<file path="config.mk">
export PLATFORM = sky130hd
export DESIGN_NAME = dynamics_sampler
export DESIGN_NICKNAME = d
export VERILOG_FILES = /design/src/rtl/reservoir_pkg.sv /design/src/rtl/sample_fifo.sv /design/src/rtl/dynamics_sampler.sv
export SDC_FILE = /design/constraint.sdc
export NUM_CORES = 1
export LEC_CHECK = 0
export BUFFER_PORTS_ARGS = -buffer_cell sky130_fd_sc_hd__buf_2
export CORE_MARGIN = 1
export CORE_UTILIZATION = 31
export DETAILED_ROUTE_END_ITERATION = 16
export PLACE_DENSITY = 0.45
export SETUP_SLACK_MARGIN = 0.02
export SYNTH_ARGS = -nofsm -noshare
export SYNTH_HDL_FRONTEND = slang
export SYNTH_SLANG_ARGS = --single-unit
</file>
<file path="constraint.sdc">
create_clock -name fast_clk -period 9.95 [get_ports fast_clk]
set_input_delay 0.4975 -clock fast_clk [delete_from_list [all_inputs] [get_ports fast_clk]]
set_output_delay 0.4975 -clock fast_clk [all_outputs]
set_load 0.01 [all_outputs]
</file>
<file path="src/rtl/reservoir_pkg.sv">
// Shared encodings and widths for the reservoir sampling path.
// State encoding is fixed because the reservoir controller decodes it.
package reservoir_pkg;

  localparam int unsigned ByteW    = 8;
  localparam int unsigned BitCntW  = 3;
  localparam int unsigned ByteCntW = 8;
  localparam int unsigned DivW     = 8;

  typedef enum logic [1:0] {
    StIdle   = 2'd0,
    StSample = 2'd1,
    StDrain  = 2'd2
  } sampler_state_e;

  // Place one sample into its LSB-first slot of the byte being assembled.
  function automatic logic [ByteW-1:0] pack_bit(input logic [ByteW-1:0]   cur,
                                                input logic [BitCntW-1:0] idx,
                                                input logic               b);
    logic [ByteW-1:0] res;
    res      = cur;
    res[idx] = b;
    return res;
  endfunction

endpackage

</file>
<file path="src/rtl/sample_fifo.sv">
// Single-clock byte FIFO; a push into a full FIFO is accepted only with a simultaneous pop.
// Depth must be a power of two (>= 2) so the pointers wrap naturally.
module sample_fifo #(
  parameter int unsigned Depth = 16,
  parameter int unsigned Width = 8
) (
  input  logic                     clk,
  input  logic                     reset,
  input  logic                     push,
  input  logic [Width-1:0]         wdata,
  input  logic                     pop,
  output logic [Width-1:0]         rdata,
  output logic                     full,
  output logic                     empty,
  output logic [$clog2(Depth):0]   count
);

  localparam int unsigned AddrW = $clog2(Depth);

  logic [Width-1:0] mem_q [Depth];
  logic [AddrW-1:0] wr_ptr_q, wr_ptr_d;
  logic [AddrW-1:0] rd_ptr_q, rd_ptr_d;
  logic [AddrW:0]   count_q, count_d;
  logic             push_ok, pop_ok;

  assign empty   = (count_q == '0);
  assign full    = (count_q == (AddrW+1)'(Depth));
  assign count   = count_q;
  assign pop_ok  = pop && !empty;
  assign push_ok = push && (!full || pop_ok);

  // Head is forced to zero when empty so the output idles at its reset value.
  assign rdata = empty ? '0 : mem_q[rd_ptr_q];

  always_comb begin
    wr_ptr_d = wr_ptr_q;
    rd_ptr_d = rd_ptr_q;
    count_d  = count_q;
    if (push_ok) wr_ptr_d = wr_ptr_q + AddrW'(1);
    if (pop_ok)  rd_ptr_d = rd_ptr_q + AddrW'(1);
    unique case ({push_ok, pop_ok})
      2'b10:   count_d = count_q + (AddrW+1)'(1);
      2'b01:   count_d = count_q - (AddrW+1)'(1);
      default: count_d = count_q;
    endcase
  end

  always_ff @(posedge clk or posedge reset) begin
    if (reset) begin
      wr_ptr_q <= '0;
      rd_ptr_q <= '0;
      count_q  <= '0;
    end else begin
      wr_ptr_q <= wr_ptr_d;
      rd_ptr_q <= rd_ptr_d;
      count_q  <= count_d;
    end
  end

  always_ff @(posedge clk) begin
    if (push_ok) mem_q[wr_ptr_q] <= wdata;
  end

endmodule

</file>
<file path="src/rtl/dynamics_sampler.sv">
// Samples the reservoir output node into LSB-first bytes and streams them to the serial transmitter.
// Define DYNAMICS_SAMPLER_SYNC_EN to insert a 2-flop synchronizer on dynamics (2 samples of latency).
module dynamics_sampler
  import reservoir_pkg::*;
#(
  parameter int unsigned N_BYTES    = 32,
  parameter int unsigned SAMPLE_DIV = 1,
  parameter int unsigned FIFO_DEPTH = 16
) (
  input  logic             fast_clk,
  input  logic             reset,
  input  logic             dynamics,
  input  logic             collect_dynamics,
  output logic [ByteW-1:0] tx_data,
  output logic             tx_valid,
  input  logic             tx_ready,
  output logic             busy,
  output logic             done,
  output logic             overflow
);

  sampler_state_e state_q, state_d;

  logic                  collect_q;
  logic                  start;
  logic                  sample_bit;
  logic [DivW-1:0]       div_q, div_d;
  logic [BitCntW-1:0]    bit_cnt_q, bit_cnt_d;
  logic [ByteCntW-1:0]   byte_cnt_q, byte_cnt_d;
  logic [ByteW-1:0]      shift_q, shift_d, shift_nxt;
  logic                  overflow_q, overflow_d;

  logic                      fifo_push;
  logic                      fifo_pop;
  logic                      fifo_full;
  logic                      fifo_empty;
  logic [$clog2(FIFO_DEPTH):0] fifo_count;

`ifdef DYNAMICS_SAMPLER_SYNC_EN
  logic [1:0] sync_q;

  always_ff @(posedge fast_clk or posedge reset) begin
    if (reset) begin
      sync_q <= '0;
    end else begin
      sync_q <= {sync_q[0], dynamics};
    end
  end

  assign sample_bit = sync_q[1];
`else
  // Direct capture keeps the bit stream aligned with the reservoir model.
  assign sample_bit = dynamics;
`endif

  assign start     = collect_dynamics & ~collect_q;
  assign shift_nxt = pack_bit(shift_q, bit_cnt_q, sample_bit);
  assign fifo_pop  = tx_valid & tx_ready;
  assign tx_valid  = ~fifo_empty;
  assign busy      = (state_q != StIdle);
  assign overflow  = overflow_q;

  always_comb begin
    state_d    = state_q;
    div_d      = div_q;
    bit_cnt_d  = bit_cnt_q;
    byte_cnt_d = byte_cnt_q;
    shift_d    = shift_q;
    overflow_d = overflow_q;
    fifo_push  = 1'b0;
    done       = 1'b0;

    unique case (state_q)
      StIdle: begin
        if (start) begin
          state_d    = StSample;
          div_d      = '0;
          bit_cnt_d  = '0;
          byte_cnt_d = '0;
          shift_d    = '0;
          overflow_d = 1'b0;
        end
      end

      StSample: begin
        if (div_q == '0) begin
          div_d     = DivW'(SAMPLE_DIV - 1);
          shift_d   = shift_nxt;
          bit_cnt_d = bit_cnt_q + BitCntW'(1);
          if (bit_cnt_q == BitCntW'(ByteW - 1)) begin
            fifo_push  = 1'b1;
            byte_cnt_d = byte_cnt_q + ByteCntW'(1);
            // A dropped byte still counts toward the run length.
            if (fifo_full && !fifo_pop) overflow_d = 1'b1;
            if (byte_cnt_q == ByteCntW'(N_BYTES - 1)) state_d = StDrain;
          end
        end else begin
          div_d = div_q - DivW'(1);
        end
      end

      StDrain: begin
        if (fifo_count == '0) begin
          done    = 1'b1;
          state_d = StIdle;
        end
      end

      default: state_d = StIdle;
    endcase
  end

  always_ff @(posedge fast_clk or posedge reset) begin
    if (reset) begin
      state_q    <= StIdle;
      collect_q  <= 1'b0;
      div_q      <= '0;
      bit_cnt_q  <= '0;
      byte_cnt_q <= '0;
      shift_q    <= '0;
      overflow_q <= 1'b0;
    end else begin
      state_q    <= state_d;
      collect_q  <= collect_dynamics;
      div_q      <= div_d;
      bit_cnt_q  <= bit_cnt_d;
      byte_cnt_q <= byte_cnt_d;
      shift_q    <= shift_d;
      overflow_q <= overflow_d;
    end
  end

  sample_fifo #(
    .Depth (FIFO_DEPTH),
    .Width (ByteW)
  ) u_fifo (
    .clk   (fast_clk),
    .reset (reset),
    .push  (fifo_push),
    .wdata (shift_nxt),
    .pop   (fifo_pop),
    .rdata (tx_data),
    .full  (fifo_full),
    .empty (fifo_empty),
    .count (fifo_count)
  );

endmodule

</file>
======== Word-level counts from Yosys, hierarchy flattened ========
Memories as Yosys holds them, arrays and structs flattened.
Index checks and enable logic that the tools add are counted.
operators by class
  $add $sub $neg .......................... 7
  order comparisons ....................... 2
  equal/unequal tests ..................... 13
  multiplexer cells ....................... 34
  bitwise operators ....................... 4
  reductions and logical operators ........ 19
operators with widths
  kind                                                                    count
  8-bit two-way mux                                                       6
  8-bit one-hot mux with 2 select lines                                   3
  1-bit two-way mux                                                       12
  2-bit inequality test (second input constant)                           6
  2-bit two-way mux                                                       5
  5-bit one-hot mux with 2 select lines                                   1
  5-bit AND reduction                                                     2
  4-bit by 1-bit adder with 4-bit output (second input constant)          2
  8-bit by 1-bit adder with 8-bit output (second input constant)          1
  8-bit bitwise mux                                                       1
  8-bit by 5-bit equality test with 1-bit output (second input constant)  1
  8-bit logical NOT                                                       1
  8-bit by 1-bit subtractor with 8-bit output (second input constant)     1
  3-bit two-way mux                                                       2
  2-bit one-hot mux with 3 select lines                                   1
  3-bit one-hot mux with 2 select lines                                   1
  2-bit nonzero test                                                      3
  5-bit by 1-bit adder with 5-bit output (second input constant)          1
  5-bit equality test (second input constant)                             1
  5-bit logical NOT                                                       1
  5-bit by 1-bit subtractor with 5-bit output (second input constant)     1
  2-bit by 1-bit equality test with 1-bit output (second input constant)  2
  2-bit equality test (second input constant)                             2
  1-bit logical AND                                                       4
  14 further kinds                                                        18
storage, ports and cells
  flip-flop bits (word level) ............. 44
  bits in writable memories ............... 128
  input port bits ......................... 5
  output and inout bits ................... 12
  logic and storage cells ................. 90
  memories kept ........................... 1
memory list
  name          depth  bits a word  rd ports  clocked after Yosys merged registers in  wr ports  RTL line           source
  u_fifo.mem_q  16     8            1         0                                        1         sample_fifo.sv:20  logic [Width-1:0] mem_q [Depth];

======== Longest topological paths before layout ========
  depth in word-level cells ............... 9
  gate-level depth with buffers ........... 15
  depth with buffers taken out ............ 13

======== By module ========
Synthesis repeated with hierarchy kept, for this count alone.
second synthesis, totals
  cell total of the unflattened synthesis .. 477
  area, all modules ....................... 7,524.7 um^2
modules (own cells, without submodules)
  module            times used  cells each  area each (um^2)  seq. area each (um^2)
  sample_fifo       1           306         5,846.9           4,169.0
  dynamics_sampler  1           171         1,677.9           775.7

======== Least setup slack after synthesis ========
Ideal clock, no wire load.
  kind .................................... register -> register
  from .................................... register div_q[2]
  to ...................................... register u_fifo.count_q[4] (netlist: u_fifo.count[4])
  library setup time ...................... 135 ps
  arrival time ............................ 3,041 ps
  required time ........................... 9,815 ps
  setup slack ............................. 6,774 ps
  cell stages (with the launch flop) ...... 14
  buffers on the path ..................... 2
  period minus slack after synthesis ...... 3,176 ps
  cell sequence ........................... dfrtp_1 or4_4 or3_1 buf_6 nor2_8 inv_2 ha_1 clkbuf_1 xor2_1 ha_1 or2_2 a31oi_1 o31ai_1 xor2_1
between the ends
  longest elaborated chain between the ends .. 6
  elaborated cells on any way between the ends .. 8
  those cells by class .................... eq/ne (2); mux (3); reduce/logical (3)
ends and longest elaborated chain
  what                                                                                          RTL line                 source
  start, declared                                                                               dynamics_sampler.sv:27   logic [DivW-1:0] div_q, div_d;
  start signal, assigned                                                                        dynamics_sampler.sv:125  div_q <= div_d;
  8-bit logical NOT *                                                                           dynamics_sampler.sv:86   if (div_q == '0) begin
  1-bit two-way mux *                                                                           dynamics_sampler.sv:86
  1-bit two-way mux *                                                                           dynamics_sampler.sv:73   unique case (state_q)
  1-bit logical AND *                                                                           sample_fifo.sv:30        assign push_ok = push && (!full || pop_ok);
  2-bit by 1-bit equality test with 1-bit output / 2-bit equality test (equally long branches)  sample_fifo.sv:41        unique case ({push_ok, pop_ok})
  5-bit one-hot mux with 2 select lines / 2-bit nonzero test (equally long branches)            -
  end signal, assigned                                                                          sample_fifo.sv:56        count_q <= count_d;
  end, declared                                                                                 sample_fifo.sv:23        logic [AddrW:0] count_q, count_d;
Mark *: on every way between the ends. The rest lies on a longest branch, timed or not.
A chain may end at the register's enable or synchronous reset.

======== Worst setup path after layout ========
Ends and elaborated chain as after synthesis.

==> impl_summary.txt <==
----------------------------------------------------
[Timing]
  Slew HR ... 0.324
  Slew @ Worst Pin ... 1.01 ns
  Clock tree skew after final layout ... 0.0115 ns
  Min Clock Period, post-route ... around 3.5 ns
  PnR worst setup slack ... 6.45 ns
  Final hold violation count ... 0
  Post-route clock period utilization ... 0.351
  Peak Freq ... around 0.29 GHz
  Min Hold Slack ... 0.191 ns
  Post-route setup TNS ... 0 ns
  RSZ-0062 raised after global routing ... false
  Setup Viol. Count Final ... 0
  Number of slew-limit violations in the final report ... 0

[Global routing]
  Global-route wire length before repair ... 24.5 mm
  Initial antenna violation count ... 0
  Vias in the first global route ... 4179
  Remaining global-route overflow ... 0
  Largest net degree at the start of global routing ... 45
  Tot GR Track Use ... 0.137

[Synthesis]
  Netlist area before placement ... between 7000 and 8000 um2
  Async S/R FF share, synth ... 0.256
  Synthesis Warnings ... 0
  Seq cells post-synth ... 172
  Mean Syn Cell Area ... 16.0 um2
  Number of different library cells in the post-synthesis netlist ... 59
  Synthesized netlist net count ... 492
  Cell count after synthesis ... 474
  Sequential area share after synthesis ... 0.654
  Number of flops mapped to enable cells by yosys ... around 130
  Dominant synthesized flop cell ... edfxtp_1

[Critical path]
  Data required time of the critical path ... about 10 ns
  Worst reg2reg setup slack ... 6.45 ns
  Origin of the critical flop-to-flop path ... div_q[2]$_DFFE_PP0P_
  Timing startpoint of the critical path ... div_q[2]$_DFFE_PP0P_
  Worst Path Class, Setup ... reg -> reg
  Worst endpoint data arrival time ... 3.79 ns
  Top fanout value on the critical path ... 8
  Element type at the critical path start ... register
  Critical path endpoint category ... register

[Floorplanning]
  Number of rows in the core area ... 56
  Die Footprint ... between 20000 and 30000 um2
  Die height ... 158 um
  Horiz. Die Dim ... 158 um
  Top-Level Pins ... 17
  Initial Util ... 0.319
  Floorplan core area ... 23700 um2

[Cells and area]
  Util after Layout ... 0.362
  Post-route cell area ... around 8600 um2
  Proportion of layout cells with a drive suffix above 1 ... 0.244
  Layout overhead on the synthesized area ... 13.3%
  Diode insertion count for antenna repair ... 0
  Final Net Count ... about 510

[Place]
  Pre-CTS setup slack ... 6.46 ns
  Estimated wirelength of the detail-placed design ... 10.0 mm
  Cell area reported after detailed placement ... 7980 um2
  Gp weighted congestion ... 0.729
  Buffers added on ports ... 16

[CTS]
  Post-CTS setup-driven buffer insertion count ... 0
  PostCTS Resize Cnt ... 0
  Bufs on Longest Clock Path ... 2
  Clock slew at the register clock pins of the worst setup and hold paths ... 0.07 ns
  Total clock buffers created by CTS ... 17
  Htree depth ... 4
  Clock Root Buffer ... clkbuf_16
  TritonCTS clock tree ... yes
  Latest clock arrival within the worst-skew pair ... about 0.43 ns
  Number of clock sinks ... 172
  Post-CTS Hold Fix Bufs ... 0

[Routing]
  Routed vias/inst ... ~5.0
  DRC violation total after the first TritonRoute iteration ... between 200 and 300
  Routed wirelength normalized by instance count ... 19.1 um
  Number of remaining DRC errors ... 0
  Vias post-DR ... between 4k and 5k
  Remaining antenna violation count after routing ... 0
  Final WL ... ~16 mm
  TritonRoute pass-1 iters ... 5

[Outcome]
  Result of the run ... finished, final reports clean

[Hold path]
  Hold WC Path Type ... in -> reg
  Worst min-delay path startpoint ... collect_dynamics

[Job]
  Maximum capacitance violations ... 0

[Pwr]
  Largest voltage drop on the vdd net ... 0.000112 V
  Pleak ... 3.00 nW
  Ratio of total power to cell area ... 265 nW/um2

----------------------------------------------------
[worst max-delay path, stage by stage (launching register included)]
cell,delay [ns]
dfrtp_1,0.46
or4_4,0.57
or3_1,0.57
nor2_8,0.24
inv_2,0.10
ha_1,0.30
xor2_1,0.18
ha_1,0.22
or2_2,0.28
a31oi_1,0.19
o31ai_1,0.10
xor2_1,0.15
[cells in the mapped netlist (5+ instances only)]
master | instances | share of area
edfxtp_1 | 128 | 0.51
dfrtp_1 | 44 | 0.15
mux4_2 | 32 | 0.095
o21ai_0 | 23 | 0.015
a21oi_1 | 20 | 0.013
clkbuf_1 | 20 | 0.0099
mux2_2 | 18 | 0.027
nand2_1 | 14 | 0.0069
ha_1 | 13 | 0.021
inv_1 | 13 | 0.0064
nor2_1 | 13 | 0.0064
a22o_1 | 10 | 0.012
nand3_1 | 9 | 0.0060
and2_1 | 8 | 0.0066
mux2i_1 | 8 | 0.011
o31ai_1 | 7 | 0.0069
or4_1 | 7 | 0.0069
xnor2_1 | 6 | 0.0069
nand2b_1 | 5 | 0.0041
xor2_1 | 5 | 0.0058
[kinds of logic (layout without fill, tap and decap cells)]
kind of cell / after synthesis / after routing / share of synthesized area
AND/OR/NAND/NOR: 100 / 100 / 0.0911
multiplexers: 59 / 59 / 0.134
AO/OA/AOI/OAI: 77 / 77 / 0.0645
buffers and inverters: 42 / 68 / 0.0225
XOR/XNOR: 11 / 11 / 0.0127
adder cells (fa/ha/maj): 13 / 13 / 0.0215
flip-flops: 172 / 172 / 0.654
[power by group]
group / total [mW] / internal [mW] / switching (mW)
Combinational: 0.620 / 0.293 / 0.328
Sequential: 0.983 / 0.873 / 0.110
Clock: 0.672 / 0.360 / 0.312
[cells in the final DEF (no fill, tap or decap), types with 8 or more instances in the layout]
cell type,instances
edfxtp_1,128
dfrtp_1,43
mux4_2,32
o21ai_0,23
a21oi_1,20
mux2_2,18
clkbuf_16,17
buf_2,16
nand2_1,14
nor2_1,13
ha_1,13
inv_1,12
a22o_1,10
nand3_1,9
mux2i_1,8
and2_1,8
[flip-flops by register name, indices dropped and copies added (netlist names)]
name / cells
collect_q: 1
shift_q: 8
overflow: 1
u_fifo.rd_ptr_q: 4
u_fifo.wr_ptr_q: 4
u_fifo.mem_q: 128
state_q: 2
byte_cnt_q: 8
div_q: 8
u_fifo.count: 5
bit_cnt_q: 3
[area by class of cell]
class	count	area (um2)
fill	2291	15100
sequential	172	4950
multi-input combinational	260	2450
clock buffer	17	425
tap	319	399
clock inverter	14	166
timing repair buffer	23	133
inverter	14	52.6
[path summary, 6_finish.rpt]
check,endpoint,depth (start not counted)
worst max-delay path,u_fifo.count[4]$_DFFE_PP0P_,11
worst min-delay path,collect_q$_DFF_PP0_,1
worst max register to register,u_fifo.count[4]$_DFFE_PP0P_,11
worst min register to register,u_fifo.count[4]$_DFFE_PP0P_,1
max in group asynchronous,u_fifo.rd_ptr_q[0]$_DFFE_PP0P_,2
min in group asynchronous,byte_cnt_q[7]$_DFFE_PP0P_,2
[metal layers]
metal | wire length (um) | GRT usage | vias to the layer above
li1 | - | - | 1892
met3 | 474 | 0.0331 | 9
met4 | 122 | 0.0362 | 0
met5 | 0 | 0 | -
met1 | 7330 | 0.180 | 2141
met2 | 7750 | 0.226 | 56
[metrics by stage]
step,total power [mW],cells
after detailed placement,1.63,788
after CTS,2.31,819
after floorplan,1.44,474
after global placement,1.62,788
final,2.27,819
after global routing,2.41,819
Note: power is estimated with default switching activity, not from simulation.
